==> config.mk <==
export PLATFORM = sky130hd
export DESIGN_NAME = addr_encoder_32to5
export DESIGN_NICKNAME = d
export VERILOG_FILES = /design/src/rtl/addr_encoder_32to5.sv
export SDC_FILE = /design/constraint.sdc
export NUM_CORES = 1
export LEC_CHECK = 0
export BUFFER_PORTS_ARGS = -buffer_cell sky130_fd_sc_hd__buf_2
export CAP_MARGIN = 20
export CORE_MARGIN = 5
export CORE_UTILIZATION = 40
export DETAILED_ROUTE_END_ITERATION = 12
export SETUP_SLACK_MARGIN = 0.15
export SLEW_MARGIN = 0
export SYNTH_ARGS = -nofsm -noshare
export SYNTH_HDL_FRONTEND = slang
export SYNTH_SLANG_ARGS = --single-unit
export TNS_END_PERCENT = 20
==> constraint.sdc <==
create_clock -name clk -period 4.6 [get_ports clk]
set_input_delay 0.46 -clock clk [delete_from_list [all_inputs] [get_ports clk]]
set_output_delay 0.46 -clock clk [all_outputs]
set_load 0.01 [all_outputs]
==> src/rtl/addr_encoder_32to5.sv <==
// 32-to-5 address encoder: captures a request vector and emits each set index once, one per accepted cycle.
// Optional pending-count output enabled by defining ADDR_ENCODER_COUNT_EN.
module addr_encoder_32to5 #(
  parameter int PRIO_MODE = 0
) (
  input  logic        clk,
  input  logic        rst,
  input  logic        enbl,
  input  logic        load,
  input  logic [31:0] req,
  input  logic        ready,
  output logic [4:0]  a,
  output logic        valid,
  output logic        busy,
  output logic        done
`ifdef ADDR_ENCODER_COUNT_EN
  ,
  output logic [5:0]  pcount
`endif
);

  typedef enum logic [0:0] {IDLE, EMIT} state_t;

  state_t      r_state;
  logic [31:0] r_pend;
  logic [4:0]  r_last;
  logic [4:0]  r_a;
  logic        r_valid;
  logic        r_done;

  state_t      w_state_nxt;
  logic [31:0] w_pend_nxt;
  logic [4:0]  w_last_nxt;
  logic [4:0]  w_a_nxt;
  logic        w_valid_nxt;
  logic        w_done_nxt;

  logic [31:0] w_rem;
  logic [4:0]  w_start_load;
  logic [4:0]  w_start_next;
  logic [4:0]  w_sel_load;
  logic [4:0]  w_sel_next;

  // Scanning downward lets the smallest offset from start win without a found flag.
  function automatic logic [4:0] f_pick(input logic [31:0] vec, input logic [4:0] start);
    logic [4:0] idx;
    f_pick = '0;
    for (int i = 31; i >= 0; i--) begin
      idx = start + 5'(i);
      if (vec[idx]) f_pick = idx;
    end
  endfunction

  assign w_rem        = r_pend & ~(32'b1 << r_a);
  assign w_start_load = (PRIO_MODE != 0) ? r_last + 5'd1 : 5'd0;
  assign w_start_next = (PRIO_MODE != 0) ? r_a + 5'd1    : 5'd0;
  assign w_sel_load   = f_pick(req, w_start_load);
  assign w_sel_next   = f_pick(w_rem, w_start_next);

  // NOTE: every output of this block gets a default first so no latch is inferred.
  always_comb begin
    w_state_nxt = r_state;
    w_pend_nxt  = r_pend;
    w_last_nxt  = r_last;
    w_a_nxt     = r_a;
    w_valid_nxt = r_valid;
    w_done_nxt  = 1'b0;
    case (r_state)
      IDLE: begin
        if (enbl && load) begin
          if (req != '0) begin
            w_pend_nxt  = req;
            w_a_nxt     = w_sel_load;
            w_valid_nxt = 1'b1;
            w_state_nxt = EMIT;
          end else begin
            w_done_nxt = 1'b1;
          end
        end
      end
      EMIT: begin
        if (!enbl) begin
          w_pend_nxt  = '0;
          w_valid_nxt = 1'b0;
          w_state_nxt = IDLE;
        end else if (r_valid && ready) begin
          w_pend_nxt = w_rem;
          w_last_nxt = r_a;
          if (w_rem != '0) begin
            w_a_nxt = w_sel_next;
          end else begin
            w_valid_nxt = 1'b0;
            w_done_nxt  = 1'b1;
            w_state_nxt = IDLE;
          end
        end
      end
      default: w_state_nxt = IDLE;
    endcase
  end

  // NOTE: state registers use non-blocking assignments so all regs update from pre-edge values.
  always_ff @(posedge clk or posedge rst) begin
    if (rst) begin
      r_state <= IDLE;
      r_pend  <= '0;
      r_last  <= 5'd31;
      r_a     <= '0;
      r_valid <= 1'b0;
      r_done  <= 1'b0;
    end else begin
      r_state <= w_state_nxt;
      r_pend  <= w_pend_nxt;
      r_last  <= w_last_nxt;
      r_a     <= w_a_nxt;
      r_valid <= w_valid_nxt;
      r_done  <= w_done_nxt;
    end
  end

  assign a     = r_a;
  assign valid = r_valid;
  assign done  = r_done;
  assign busy  = (r_state == EMIT);

`ifdef ADDR_ENCODER_COUNT_EN
  logic [5:0] r_pcount;

  function automatic logic [5:0] f_popcount(input logic [31:0] vec);
    f_popcount = '0;
    for (int i = 0; i < 32; i++) f_popcount = f_popcount + 6'(vec[i]);
  endfunction

  always_ff @(posedge clk or posedge rst) begin
    if (rst) r_pcount <= '0;
    else     r_pcount <= f_popcount(w_pend_nxt);
  end

  assign pcount = r_pcount;
`endif

endmodule

==> results.sh, run 1 <==
export IMPL_io_pins=45
export IMPL_fin_hold_ws_ps=289
export IMPL_die_height_um=95.8
export IMPL_startpoint="a[3]$_DFFE_PP0P_"
export IMPL_finish_utilization=0.461
export IMPL_power_per_cell_area_nw_per_um2=404
export IMPL_cts_resized=0
export IMPL_post_place_ws_ps=1240
export IMPL_cp_start_kind="flip-flop"
export IMPL_cp_required_ps=4790
export IMPL_ys_warn_count=0
export IMPL_worst_pin_slew_ps=1040
export IMPL_rows=31
export IMPL_slew_viol_final=0
export IMPL_dp_hpwl_mm=7.21
export IMPL_synth_seq_cells=40
export IMPL_maxSlewHeadroom=0.309
export IMPL_synth_largest_area_cell="dfrtp_1"
export IMPL_design_area_um2=3330
export IMPL_viasPerCell=5.97
export IMPL_r2r_start="a[3]$_DFFE_PP0P_"
export IMPL_cts_htree_levels=2
export IMPL_p_leak_nw=1.35
export IMPL_io_buffer_count=44
export IMPL_syn_nets=439
export IMPL_synth_cells=402
export IMPL_crit_type="flip-flop to flip-flop"
export IMPL_numCtsBuffers=5
export IMPL_initial_core_util=0.409
export IMPL_drt_total_wl_mm=9.64
export IMPL_cap_violations=0
export IMPL_synth_edff_count=0
export IMPL_final_cells=532
export IMPL_ys_flop_type="dfrtp_1"
export IMPL_skew_ps=4.99
export IMPL_core_area_um2=7210
export IMPL_finalSetupViolations=0
export IMPL_synthArstFlopShare=1.00
export IMPL_drive_gt1_frac=0.141
export IMPL_ys_types=53
export IMPL_cts_tree="yes"
export IMPL_avgSynthCellArea_um2=7.33
export IMPL_final_hold_viol_count=0
export IMPL_drt_first_pass_iters=6
export IMPL_drt_iter0_markers=239
export IMPL_grt_overflow=0
export IMPL_dp_cells=524
export IMPL_area_growth_pct=12.9
export IMPL_clock_sinks=40
export IMPL_rsz0062_at_grt="no"
export IMPL_clockBufferDepth=2
export IMPL_ff2ff_path_depth=7
export IMPL_arrival_ps=3320
export IMPL_wire_per_inst_um=18.1
export IMPL_ys_seq_area_frac=0.340
export IMPL_fmax_ghz=0.319
export IMPL_fin_crit_ps=3140
export IMPL_die_area_um2=9190
export IMPL_nets=469
export IMPL_crit_fanout=11
export IMPL_finalCritPeriodShare=0.682
export IMPL_yosysTopAreaCellShare=0.340
export IMPL_syn_area_um2=2950
export IMPL_tns_ps=0
export IMPL_status="finished, final reports clean"
export IMPL_via_count=3178
export IMPL_grt_max_degree=41
export IMPL_drc=0
export IMPL_cts_setup_buffers=0
export IMPL_clk_latency_ps=300
export IMPL_cts_root_buf="clkbuf_8"
export IMPL_setup_slack_ps=1460
export IMPL_max_vdd_ir_drop_uv=174
export IMPL_grt_usage=0.220
export IMPL_hold_path_class="input pin to async pin"
export IMPL_antenna_found_initial=0
export IMPL_clk_pin_slew_ps=80
export IMPL_diodes=0
export IMPL_placed_cell_area_um2=3220
export IMPL_grt_pass1_wl_mm=15.5
export IMPL_gp_congestion=0.911
export IMPL_drtAntennaViolNets=0
export IMPL_grt_pass1_vias=3030
export IMPL_total_power_mw=1.34
export IMPL_end_kind="flip-flop"
export IMPL_die_x_um=95.8
export IMPL_postCtsHoldBufs=0
export IMPL_synthTopCellsByArea="dfrtp_1 34%, o21ai_0 11%, nand2_1 8.0%"
-- final timing paths --
check,end,slack [ps]
setup / recovery,a[3]$_DFFE_PP0P_,1460
hold / removal,done$_DFF_PP0_,290
setup reg to reg,a[3]$_DFFE_PP0P_,1460
hold reg to reg,r_pend[0]$_DFFE_PP0P_,490
max in group asynchronous,r_pend[6]$_DFFE_PP0P_,3930
min in group clk,r_pend[8]$_DFFE_PP0P_,420
-- Yosys cell counts, drive strengths merged (6+ instances only) --
cell     n
o21ai   68
nand2   63
nor2    52
dfrtp   40
a21oi   33
clkbuf  18
o21a    12
a22oi   11
inv      9
nor3     7
nor4     6
-- registers in the layout, indices dropped and copies added, names as in the netlist --
| signal | cells |
|---|---|
| r_pend | 32 |
| a | 5 |
| busy | 1 |
| done | 1 |
| valid | 1 |
-- cells in the final DEF, fill, tap and decap left out, types with 5 or more instances in the layout --
cell type  count
a21oi_1       33
o21bai_1       5
nand2_1       63
clkbuf_8       5
inv_1          9
nor3_1         7
o21a_1        12
nor4_1         5
nand3_1        5
dfrtp_1       40
buf_2         44
a22oi_1       11
o21ai_0       65
nor2_1        52
nand3b_1       5
-- worst max-delay path, stage by stage (launching register included) --
cell and delay, ps:
dfrtp_1 480, nand2b_1 410, o21ai_0 590, nand3b_1 300
nor4_4 310, a311oi_1 220, or2_0 380, mux2_4 340
-- per-layer routing --
layer / share of wire / vias to the layer above / routed length (um) / GRT usage
li1: - / 1520 / - / -
met5: 0 / - / 0 / 0
met1: 0.45 / 1485 / 4360 / 0.304
met2: 0.45 / 153 / 4320 / 0.349
met3: 0.080 / 20 / 774 / 0.0375
met4: 0.019 / 0 / 188 / 0.0687
-- power breakdown --
| part | switching [mW] | internal [mW] | leakage, nW |
|---|---|---|---|
| combinational | 0.346 | 0.193 | 0.790 |
| clock | 0.132 | 0.161 | 0.0552 |
| sequential | 0.0845 | 0.427 | 0.503 |
-- cell type report --
type,instances,area [um2]
Tap cell,99,124
Fill cell,786,3890
Clock inverter,2,35.0
Inverter,9,33.8
Clock buffer,6,72.6
Timing Repair Buffer,46,235
Sequential cell,40,1000
Multi-Input combinational cell,330,1830
-- logic make-up after synthesis --
| logic type | after synthesis | share of synthesized area |
|---|---|---|
| mux | 4 | 0.0161 |
| compound gates | 161 | 0.333 |
| flops | 40 | 0.340 |
| buf+inv | 32 | 0.0450 |
| simple gates | 165 | 0.267 |
(Power assumes the default switching activity.)
==> inputs of run 2 (changes only) <==
==> constraint.sdc (replaced) <==
create_clock -name clk -period 2.9 [get_ports clk]
set_input_delay 0.29 -clock clk [delete_from_list [all_inputs] [get_ports clk]]
set_output_delay 0.29 -clock clk [all_outputs]
set_load 0.01 [all_outputs]
==> run 2 against run 1 <==
Setup slack got worse by 1300 ps. First-iteration DRC count rose by 45%. Cell count rose by 6.4%. Highest routed layer unchanged. Via count rose by 5.7%. Largest power group unchanged.
==> results.sh, run 2 (synthesized netlist as in run 1, its figures left out) <==
export IMPL_clock_sinks=40
export IMPL_path_cells="or3_4, o32a_1, or3_4, nor4_4, a311oi_2, or2_4, mux2_4"
export IMPL_worst_pin_slew_ps=729
export IMPL_rsz0062_at_grt="yes"
export IMPL_grt_pass1_vias=3280
export IMPL_drt_iter0_markers=346
export IMPL_status="finished, final reports clean"
export IMPL_nets=503
export IMPL_slowest_delay_ps=490
export IMPL_cap_violations=0
export IMPL_drt_total_wl_mm=10.7
export IMPL_path_depth=7
export IMPL_end_kind="flip-flop"
export IMPL_grt_usage=0.244
export IMPL_drive_gt1_frac=0.218
export IMPL_die_height_um=95.8
export IMPL_p_leak_nw=1.51
export IMPL_cts_root_buf="clkbuf_8"
export IMPL_max_vdd_ir_drop_uv=277
export IMPL_worstHoldStart="req[30]"
export IMPL_crit_type="flip-flop to flip-flop"
export IMPL_cp_required_ps=3090
export IMPL_cp_start_kind="flip-flop"
export IMPL_grt_max_degree=32
export IMPL_largest_register_ffs=32
export IMPL_finalCritPeriodShare=0.949
export IMPL_drt_first_pass_iters=5
export IMPL_r2r_end="a[3]$_DFFE_PP0P_"
export IMPL_cts_tree="yes"
export IMPL_arrival_ps=2950
export IMPL_drc=0
export IMPL_io_buffer_count=44
export IMPL_grt_overflow=0
export IMPL_initial_core_util=0.409
export IMPL_finalSetupViolations=0
export IMPL_dp_hpwl_mm=8.43
export IMPL_placed_cell_area_um2=3440
export IMPL_regMostFlops="r_pend"
export IMPL_clk_latency_ps=300
export IMPL_fin_crit_ps=2750
export IMPL_ff2ff_path_depth=7
export IMPL_clockBufferDepth=2
export IMPL_io_pins=45
export IMPL_crit_fanout=11
export IMPL_tns_ps=0
export IMPL_final_hold_viol_count=0
export IMPL_skew_ps=10.2
export IMPL_die_x_um=95.8
export IMPL_startpoint="a[1]$_DFFE_PP0P_"
export IMPL_power_per_cell_area_nw_per_um2=635
export IMPL_hold_path_class="input pin to flip-flop"
export IMPL_maxSlewHeadroom=0.502
export IMPL_cpMaxStageDelayCell="dfrtp_2"
export IMPL_drtAntennaViolNets=0
export IMPL_numCtsBuffers=5
export IMPL_final_common_cell="o21ai_0"
export IMPL_grt_pass1_wl_mm=17.2
export IMPL_viasPerCell=5.94
export IMPL_antenna_found_initial=0
export IMPL_clk_pin_slew_ps=90
export IMPL_diodes=0
export IMPL_total_power_mw=2.30
export IMPL_cts_htree_levels=2
export IMPL_gp_congestion=0.930
export IMPL_area_growth_pct=23.0
export IMPL_slew_viol_final=0
export IMPL_layout_common_cells="64 x o21ai_0, 63 x nand2_1, 52 x nor2_1, 44 x buf_2, 36 x dfrtp_1"
export IMPL_path_buf_inv=0
export IMPL_r2r_start="a[1]$_DFFE_PP0P_"
export IMPL_cp_common_cell="or3_4"
export IMPL_rows=31
export IMPL_die_area_um2=9190
export IMPL_fmax_ghz=0.363
export IMPL_crit_end="a[3]$_DFFE_PP0P_"
export IMPL_crit_family="simple AND/OR/NAND/NOR gates"
export IMPL_wire_per_inst_um=18.9
export IMPL_core_area_um2=7210
export IMPL_rrSetupSlack_ps=150
export IMPL_via_count=3360
export IMPL_design_area_um2=3620
-- run 2: worst min path at each step --
stage | cells past startpoint | endpoint | slack [ps]
finish | 3 | r_pend[30]$_DFFE_PP0P_ | 260
global route | 3 | r_pend[30]$_DFFE_PP0P_ | 260
CTS | 3 | r_pend[30]$_DFFE_PP0P_ | 260
detailed placement | 2 | r_pend[24]$_DFFE_PP0P_ | 480
global placement | 2 | r_pend[26]$_DFFE_PP0P_ | 470
floorplan | 2 | r_pend[12]$_DFFE_PP0P_ | 400
-- run 2: power by group --
part	total [mW]	switching (mW)	internal [mW]
registers	0.826	0.144	0.682
clock network	0.472	0.217	0.255
logic	1.00	0.585	0.417
total	2.30	0.947	1.35
-- run 2: what timing repair did --
item,CTS,global route
hold buffers,0,1
hold endpoints to repair,0,2
setup endpoints to repair,2,4
gates cloned,0,0
pin swaps,1,0
gates resized for setup,6,1
buffers inserted,1,2
-- run 2: layout make-up --
class / instances / area (um2)
Multi-Input combinational cell: 330 / 1840
Inverter: 9 / 33.8
Tap cell: 99 / 124
Sequential cell: 40 / 1010
Clock inverter: 3 / 42.5
Fill cell: 769 / 3590
Clock buffer: 5 / 68.8
Timing Repair Buffer: 80 / 513
-- run 2: worst min-delay path: stages --
cell and delay, ps:
buf_2 130, nand2_1 60, nand2_1 50
-- run 2: per-stage QoR --
step | worst slack [ps] | utilization | instances | hold slack [ps]
4_1_cts | 162 | 0.495 | 562 | 255
6_report | 148 | 0.502 | 566 | 259
2_1_floorplan | 131 | - | 402 | 395
3_5_place_dp | 13.6 | 0.477 | 553 | 475
5_1_grt | 27.7 | 0.502 | 566 | 257
3_3_place_gp | 115 | 0.477 | 553 | 468
-- run 2: routing by layer --
metal  share of wire  track usage  vias up
li1                -            -     1595
met1            0.46        0.344     1617
met2            0.45        0.387      132
met3           0.071       0.0430       16
met4           0.019       0.0628        0
met5               0            0        -
